==> src/rtl/count_seq_ctrl_pkg.sv <==
// rtl/count_seq_ctrl_pkg.sv - shared types and defaults for the count sequencing controller
// Contents: state_e (IDLE/RUN/DONE) and the default datapath width COUNT_WIDTH.
package count_seq_ctrl_pkg;

  localparam int COUNT_WIDTH = 32;

  typedef enum logic [1:0] {
    IDLE = 2'd0,
    RUN  = 2'd1,
    DONE = 2'd2
  } state_e;

endpackage

==> src/rtl/count_seq_dp.sv <==
// rtl/count_seq_dp.sv - count register, even-value hold flop and doubled value
// Ports: clk, rst_n (sync, active-low); clr loads count with 0; inc adds one to count;
//        count, even_hold, dbl outputs, all WIDTH bits wide.
module count_seq_dp
  import count_seq_ctrl_pkg::*;
#(
  parameter int WIDTH = COUNT_WIDTH
) (
  input  logic             clk,
  input  logic             rst_n,
  input  logic             clr,
  input  logic             inc,
  output logic [WIDTH-1:0] count,
  output logic [WIDTH-1:0] even_hold,
  output logic [WIDTH-1:0] dbl
);

  logic [WIDTH-1:0] count_d, count_q;
  logic [WIDTH-1:0] even_hold_d, even_hold_q;
  logic             load;

  always_comb begin
    count_d     = count_q;
    even_hold_d = even_hold_q;
    load        = clr | inc;
    if (clr) begin
      count_d = '0;
    end else if (inc) begin
      count_d = count_q + WIDTH'(1);
    end
    // Enabled flop: capture only loads whose new value is even.
    if (load && !count_d[0]) begin
      even_hold_d = count_d;
    end
  end

  always_ff @(posedge clk) begin
    if (!rst_n) begin
      count_q     <= '0;
      even_hold_q <= '0;
    end else begin
      count_q     <= count_d;
      even_hold_q <= even_hold_d;
    end
  end

  assign count     = count_q;
  assign even_hold = even_hold_q;
  // Shift left drops the carry out of the top bit.
  assign dbl       = {count_q[WIDTH-2:0], 1'b0};

endmodule

==> src/rtl/count_seq_ctrl.sv <==
// rtl/count_seq_ctrl.sv - start/stop/limit sequencing FSM around the counter datapath
// Ports: clk, rst_n (sync, active-low); start, stop, step_en controls; limit terminal count;
//        count, dbl, even_hold datapath outputs; busy (in RUN), done (one-cycle pulse).
module count_seq_ctrl
  import count_seq_ctrl_pkg::*;
#(
  parameter int WIDTH = COUNT_WIDTH
) (
  input  logic             clk,
  input  logic             rst_n,
  input  logic             start,
  input  logic             stop,
  input  logic [WIDTH-1:0] limit,
  input  logic             step_en,
  output logic [WIDTH-1:0] count,
  output logic [WIDTH-1:0] dbl,
  output logic [WIDTH-1:0] even_hold,
  output logic             busy,
  output logic             done
);

  state_e           state_d, state_q;
  logic [WIDTH-1:0] limit_d, limit_q;
  logic             clr, inc;
  logic [WIDTH-1:0] count_nxt;

  assign count_nxt = count + WIDTH'(1);

  always_comb begin
    state_d = state_q;
    limit_d = limit_q;
    clr     = 1'b0;
    inc     = 1'b0;
    case (state_q)
      IDLE: begin
        // stop wins over a simultaneous start.
        if (start && !stop) begin
          clr     = 1'b1;
          limit_d = limit;
          state_d = (limit == '0) ? DONE : RUN;
        end
      end
      RUN: begin
        if (stop) begin
          state_d = IDLE;
        end else if (step_en) begin
          inc = 1'b1;
          if (count_nxt == limit_q) begin
            state_d = DONE;
          end
        end
      end
      DONE: begin
        state_d = IDLE;
      end
      default: begin
        state_d = IDLE;
      end
    endcase
  end

  always_ff @(posedge clk) begin
    if (!rst_n) begin
      state_q <= IDLE;
      limit_q <= '0;
    end else begin
      state_q <= state_d;
      limit_q <= limit_d;
    end
  end

  assign busy = (state_q == RUN);
  assign done = (state_q == DONE);

  count_seq_dp #(
    .WIDTH(WIDTH)
  ) u_dp (
    .clk      (clk),
    .rst_n    (rst_n),
    .clr      (clr),
    .inc      (inc),
    .count    (count),
    .even_hold(even_hold),
    .dbl      (dbl)
  );

  always @(posedge clk) begin
    if (rst_n) begin
      assert (dbl[0] == 1'b0);
      assert (even_hold[0] == 1'b0);
      assert (!busy || (count < limit_q));
      assert (!done || (count == limit_q));
      assert (!(busy && done));
      assert (!(inc && (count == '1)));
    end
  end

endmodule
==> config.mk <==
export PLATFORM = sky130hd
export DESIGN_NAME = count_seq_ctrl
export DESIGN_NICKNAME = d
export VERILOG_FILES = /design/src/rtl/count_seq_ctrl_pkg.sv /design/src/rtl/count_seq_dp.sv /design/src/rtl/count_seq_ctrl.sv
export SDC_FILE = /design/constraint.sdc
export NUM_CORES = 1
export LEC_CHECK = 0
export ABC_AREA = 1
export CAP_MARGIN = 20
export CORE_UTILIZATION = 46
export CTS_CLUSTER_DIAMETER = 30
export CTS_CLUSTER_SIZE = 12
export DETAILED_ROUTE_END_ITERATION = 8
export GPL_TIMING_DRIVEN = 0
export PLACE_DENSITY_LB_ADDON = 0.12
export SLEW_MARGIN = 20
export SYNTH_ARGS = -nofsm -noshare
export SYNTH_HDL_FRONTEND = slang
export SYNTH_HIERARCHICAL = 1
export SYNTH_SLANG_ARGS = --single-unit
==> constraint.sdc <==
create_clock -name clk -period 2.2 [get_ports clk]
set_input_delay 0.66 -clock clk [delete_from_list [all_inputs] [get_ports clk]]
set_output_delay 0.66 -clock clk [all_outputs]
set_load 0.05 [all_outputs]
* Word-level counts from Yosys, hierarchy flattened *
Index checks and enable logic that the tools add are counted.

cells by class
  $add $sub $neg = 1
  bitwise operators = 1
  muxes and demuxes = 13
  reductions and logical operators = 8
  equal/unequal tests = 6

operator list
  operator                                       count
  2-to-1 mux 32 bit                              2
  adder 32 x 1 -> 32 bit, second input constant  1
  == test 32 bit                                 1
  zero test 32 bit                               1
  2-to-1 mux 2 bit                               5
  2-to-1 mux 1 bit                               5
  case mux 2 bit (2 select lines)                1
  != test 3 x 2 -> 1 bit, second input constant  1
  != test 3 bit, second input constant           1
  AND reduction 3 bit                            1
  == test 2 x 1 -> 1 bit, second input constant  1
  == test 2 bit, second input constant           1
  logical AND 1 bit                              2
  zero test 1 bit                                2
  zero test 2 bit                                1
  != test 2 bit, second input constant           1
  AND reduction 2 bit                            1
  OR 1 bit                                       1

word-level totals
  logic and storage cells = 33
  output and inout bits = 98
  input bits = 37
  bits in registers = 98

* Logic depth before layout (Yosys ltp) *
  depth in word-level cells = 7
  gate-level depth with buffers = 16
  mapped depth without buffers = 16

* Modules after synthesis *
Netlist, hierarchy kept.

by module, submodules not included
  module          cells each  times used  area each (um^2)
  count_seq_dp    445         1           3223.1
  count_seq_ctrl  469         1           2864.0

* Worst setup path before layout *
No wires, ideal clock.

  path type = reg-to-reg
  start = reg u_dp.count_q[0], in the netlist u_dp/count[0]
  end = reg state_q[1]
  data arrival time = 2.358 ns
  clock period less this slack = 2.422 ns
  path buffers = 0
  slack = -0.222 ns
  stages on the path, launching flop included = 16
  library setup time = 0.064 ns
  path through = dfxtp_1 ha_1 nand2_2 nor2_4 nand2_2 nor2_8 nand3_1 nand3_2 nand2_1 nor2_1 nand2_1 nor2_1 nand3_1 nand2_1 nand4_1 nor2_1

on the way
  longest elaborated chain between the ends = 4

RTL lines
  what                              RTL line              text
  start: declaration                count_seq_dp.sv:18    logic [WIDTH-1:0] count_d, count_q;
  start signal: assignment          count_seq_dp.sv:42    count_q <= count_d;
  adder 32 x 1 -> 32 bit            count_seq_ctrl.sv:27  assign count_nxt = count + WIDTH'(1);
  == test 32 bit                    count_seq_ctrl.sv:48  if (count_nxt == limit_q) begin
  != test 3 x 2 -> 1 bit (no line)  -
  AND reduction 3 bit (no line)     -
  end signal: assignment            count_seq_ctrl.sv:67  state_q <= state_d;
  end: declaration                  count_seq_ctrl.sv:22  state_e state_d, state_q;

No other way between the ends.
A chain may end at the register's enable or synchronous reset.

* Final worst setup path *
  start = reg u_dp.even_hold_q[4], in the netlist u_dp/even_hold[4]
  end = out even_hold[4]

RTL lines
  what                      RTL line              text
  start: declaration        count_seq_dp.sv:19    logic [WIDTH-1:0] even_hold_d, even_hold_q;
  start signal: assignment  count_seq_dp.sv:43    even_hold_q <= even_hold_d;
  end: declaration          count_seq_ctrl.sv:17  output logic [WIDTH-1:0] even_hold,

No word-level cell between the ends.

==> flow_metrics.py <==
metrics = {
    "clock_network": {
        "cts_root_buffer": "clkbuf_16",
        "htree_num_levels": 3,
        "clk_pin_slew_ns": 0.07,
        "clk_latency_ns": 0.36,
        "cts_sinks": 98,
        "numCtsBuffers": 9,
        "cts_tree": "done",
        "cts.path.max_buffers": 2,
    },
    "drt": {
        "vias_per_cell": 5.09,
        "drtAntennaViolNets": 0,
        "drt_iter0_drc": 446,
        "drt_first_pass_iters": 7,
        "drc_errors": 0,
        "drt-total-wl_um": 18100,
        "dr_total_vias": 6367,
        "wl_per_cell_um": 14.4,
    },
    "timing": {
        "tns_ns": 0,
        "worst_slew_pin_slew_ns": 0.522,
        "setup_viol": 0,
        "min_period_over_period_pct": 98.5,
        "hold_viol_final": 0,
        "period_minus_slack_ns": 2.17,
        "slew_violations": 0,
        "rsz0062_at_grt": "true",
        "holdWs_ns": 0.449,
        "fin_worst_skew_ns": 0.00639,
        "fmax_ghz": 0.462,
        "slew-limit-headroom_pct": 65.1,
    },
    "grt": {
        "grt_usage_pct": 27.3,
        "grt_first_pass_wirelength_um": 28100,
        "grt_pass1_vias": 5614,
        "antenna_found_initial": 0,
        "overflow": 0,
        "grt_max_degree": 19,
    },
    "synthesis": {
        "synth_edf_count": 0,
        "ys_seq_area_share_pct": 32.2,
        "yosysWarnings": 6,
        "synth_nets": 953,
        "synth.most_common_cell": "nand2_1",
        "synthCells": 914,
        "yosys.area.top_type": "dfxtp_1",
        "ys_seq_elements": 98,
        "synthDistinctLibCells": 42,
        "synth_area_per_cell_um2": 6.66,
        "ys_top_cells_by_area": "dfxtp_1, nand2_1, nor2_1",
        "async_flop_share_pct": 0,
        "synth_common_cells": "nand2_1, nor2_1, dfxtp_1",
        "syn_area_um2": 6090,
        "netlist.area_leader.share_pct": 32.2,
        "synth_top_flop_cell": "dfxtp_1",
    },
    "layout": {
        "nets": 1113,
        "antenna-diode-count": 0,
        "fill_cells": 1186,
        "syn_to_final_growth_pct": 37.1,
        "drive_gt1_share_pct": 19.5,
        "final_area_um2": 8350,
    },
    "worst_setup_path": {
        "worstPathCellList": "clkdlybuf4s50_1",
        "worstPathArrival_ns": 1.51,
        "end_kind": "output port",
        "r2r_slack_ns": 0.12,
        "path_max_fanout": 2,
        "slowest_delay_ns": 0.80,
        "cp_num_buf_inv": 1,
        "cp-start-kind": "flip-flop",
        "critPathSlowestCell": "clkdlybuf4s50_1",
        "cpLargestDelayFamily": "buffers and inverters",
        "critPathKind": "flip-flop to output port",
        "crit_required_ns": 1.54,
    },
    "pwr": {
        "power_mw": 4.00,
        "peakVddDrop_uv": 338,
        "power_leakage_nw": 4.20,
        "p_per_area_nw_per_um2": 479,
    },
    "run": {
        "maxCapViolCount": 0,
    },
    "run_status": {
        "status": "finished clean",
    },
    "placement": {
        "io_buffers": 133,
        "gp_congestion": 0.890,
        "post_dp_cell_area_um2": 7640,
        "dp_hpwl_um": 13200,
    },
    "floorplanning": {
        "dieArea_um2": 13700,
        "floorplan.rows": 41,
        "core_area_um2": 12800,
        "start_util_pct": 47.7,
        "ioPinCount": 135,
        "die_x_um": 117,
        "die_h_um": 117,
    },
    "min_path": {
        "hp-class": "flip-flop to flip-flop",
    },
}
flip-flops by register name, indices dropped and copies added (netlist names):
signal          flops
state_q             2
limit_q            32
u_dp/count         32
u_dp/even_hold     32
logic make-up (layout without fill, tap and decap cells):
group / count (synthesis) / count (layout) / share of synthesized area, %
buf+inv: 145 / 309 / 11.3
other cells: 1 / 1 / 0.0616
fa+ha+maj: 2 / 2 / 0.411
flops: 98 / 98 / 32.2
xor+xnor: 40 / 40 / 5.88
compound gates: 86 / 86 / 7.87
simple gates: 542 / 543 / 42.3
metrics by stage:
stage	std cells	util, %	setup slack [ns]
6_report	1251	65.3	0.0339
5_1_grt	1251	65.3	-0.0592
4_1_cts	1246	63.4	0.00214
3_5_place_dp	1219	59.8	-1.00
3_3_place_gp	1219	59.8	-1.01
2_1_floorplan	914	-	0.0176
cell type report:
| class | instances | area, um2 | share of cell area [%] |
|---|---|---|---|
| Clock inverter | 7 | 85.1 | 1.02 |
| Timing Repair Buffer | 148 | 1470 | 17.6 |
| Sequential cell | 98 | 2040 | 24.5 |
| Inverter | 97 | 369 | 4.42 |
| Clock buffer | 9 | 225 | 2.70 |
| Buffer | 48 | 345 | 4.14 |
| Multi-Input combinational cell | 672 | 3600 | 43.1 |
| Tap cell | 172 | 215 | 2.58 |
cells in the final DEF (no fill, tap or decap), types with 18 or more instances in the layout:
cell type	Yosys	final
xor2_1	19	18
o21ai_0	44	44
clkdlybuf4s15_2	0	19
xnor2_1	20	18
nand4_1	25	25
clkdlybuf4s50_1	0	43
a21oi_1	22	20
dfxtp_1	98	70
dfxtp_4	0	19
buf_4	35	48
nor2_1	158	148
nand3_1	62	56
inv_1	90	88
dlymetal6s2s_1	0	24
dlygate4sd2_1	0	37
nand2_1	223	221
power breakdown:
group	leakage [nW]	internal [mW]	switching [mW]
Clock	0.146	0.902	0.769
Sequential	0.816	1.80	0.0367
Combinational	3.24	0.210	0.281
routing by layer:
layer  vias up  wire [um]  global-route usage [%]
met5         -          0                       0
li1       3211          -                       -
met4         0        212                    9.03
met3        13       1370                    4.43
met2       227       8360                    44.5
met1      2916       8120                    36.8
path summary, 6_finish.rpt:
path                                        start                end  cells past startpoint
worst min-delay path            u_dp/even_hold[0]  u_dp/even_hold[0]                      2
worst max register to register      u_dp/count[1]         state_q[1]                     15
worst min register to register  u_dp/even_hold[0]  u_dp/even_hold[0]                      2
worst max-delay path            u_dp/even_hold[4]       even_hold[4]                      1
repair_timing:
action                     CTS  global route
pin swaps                    8             8
hold buffers                 0             0
setup endpoints to repair  128            72
cloned                       1             0
resized for setup          147            85
buffers inserted            10             5
Note: power is estimated with default switching activity, not from simulation.
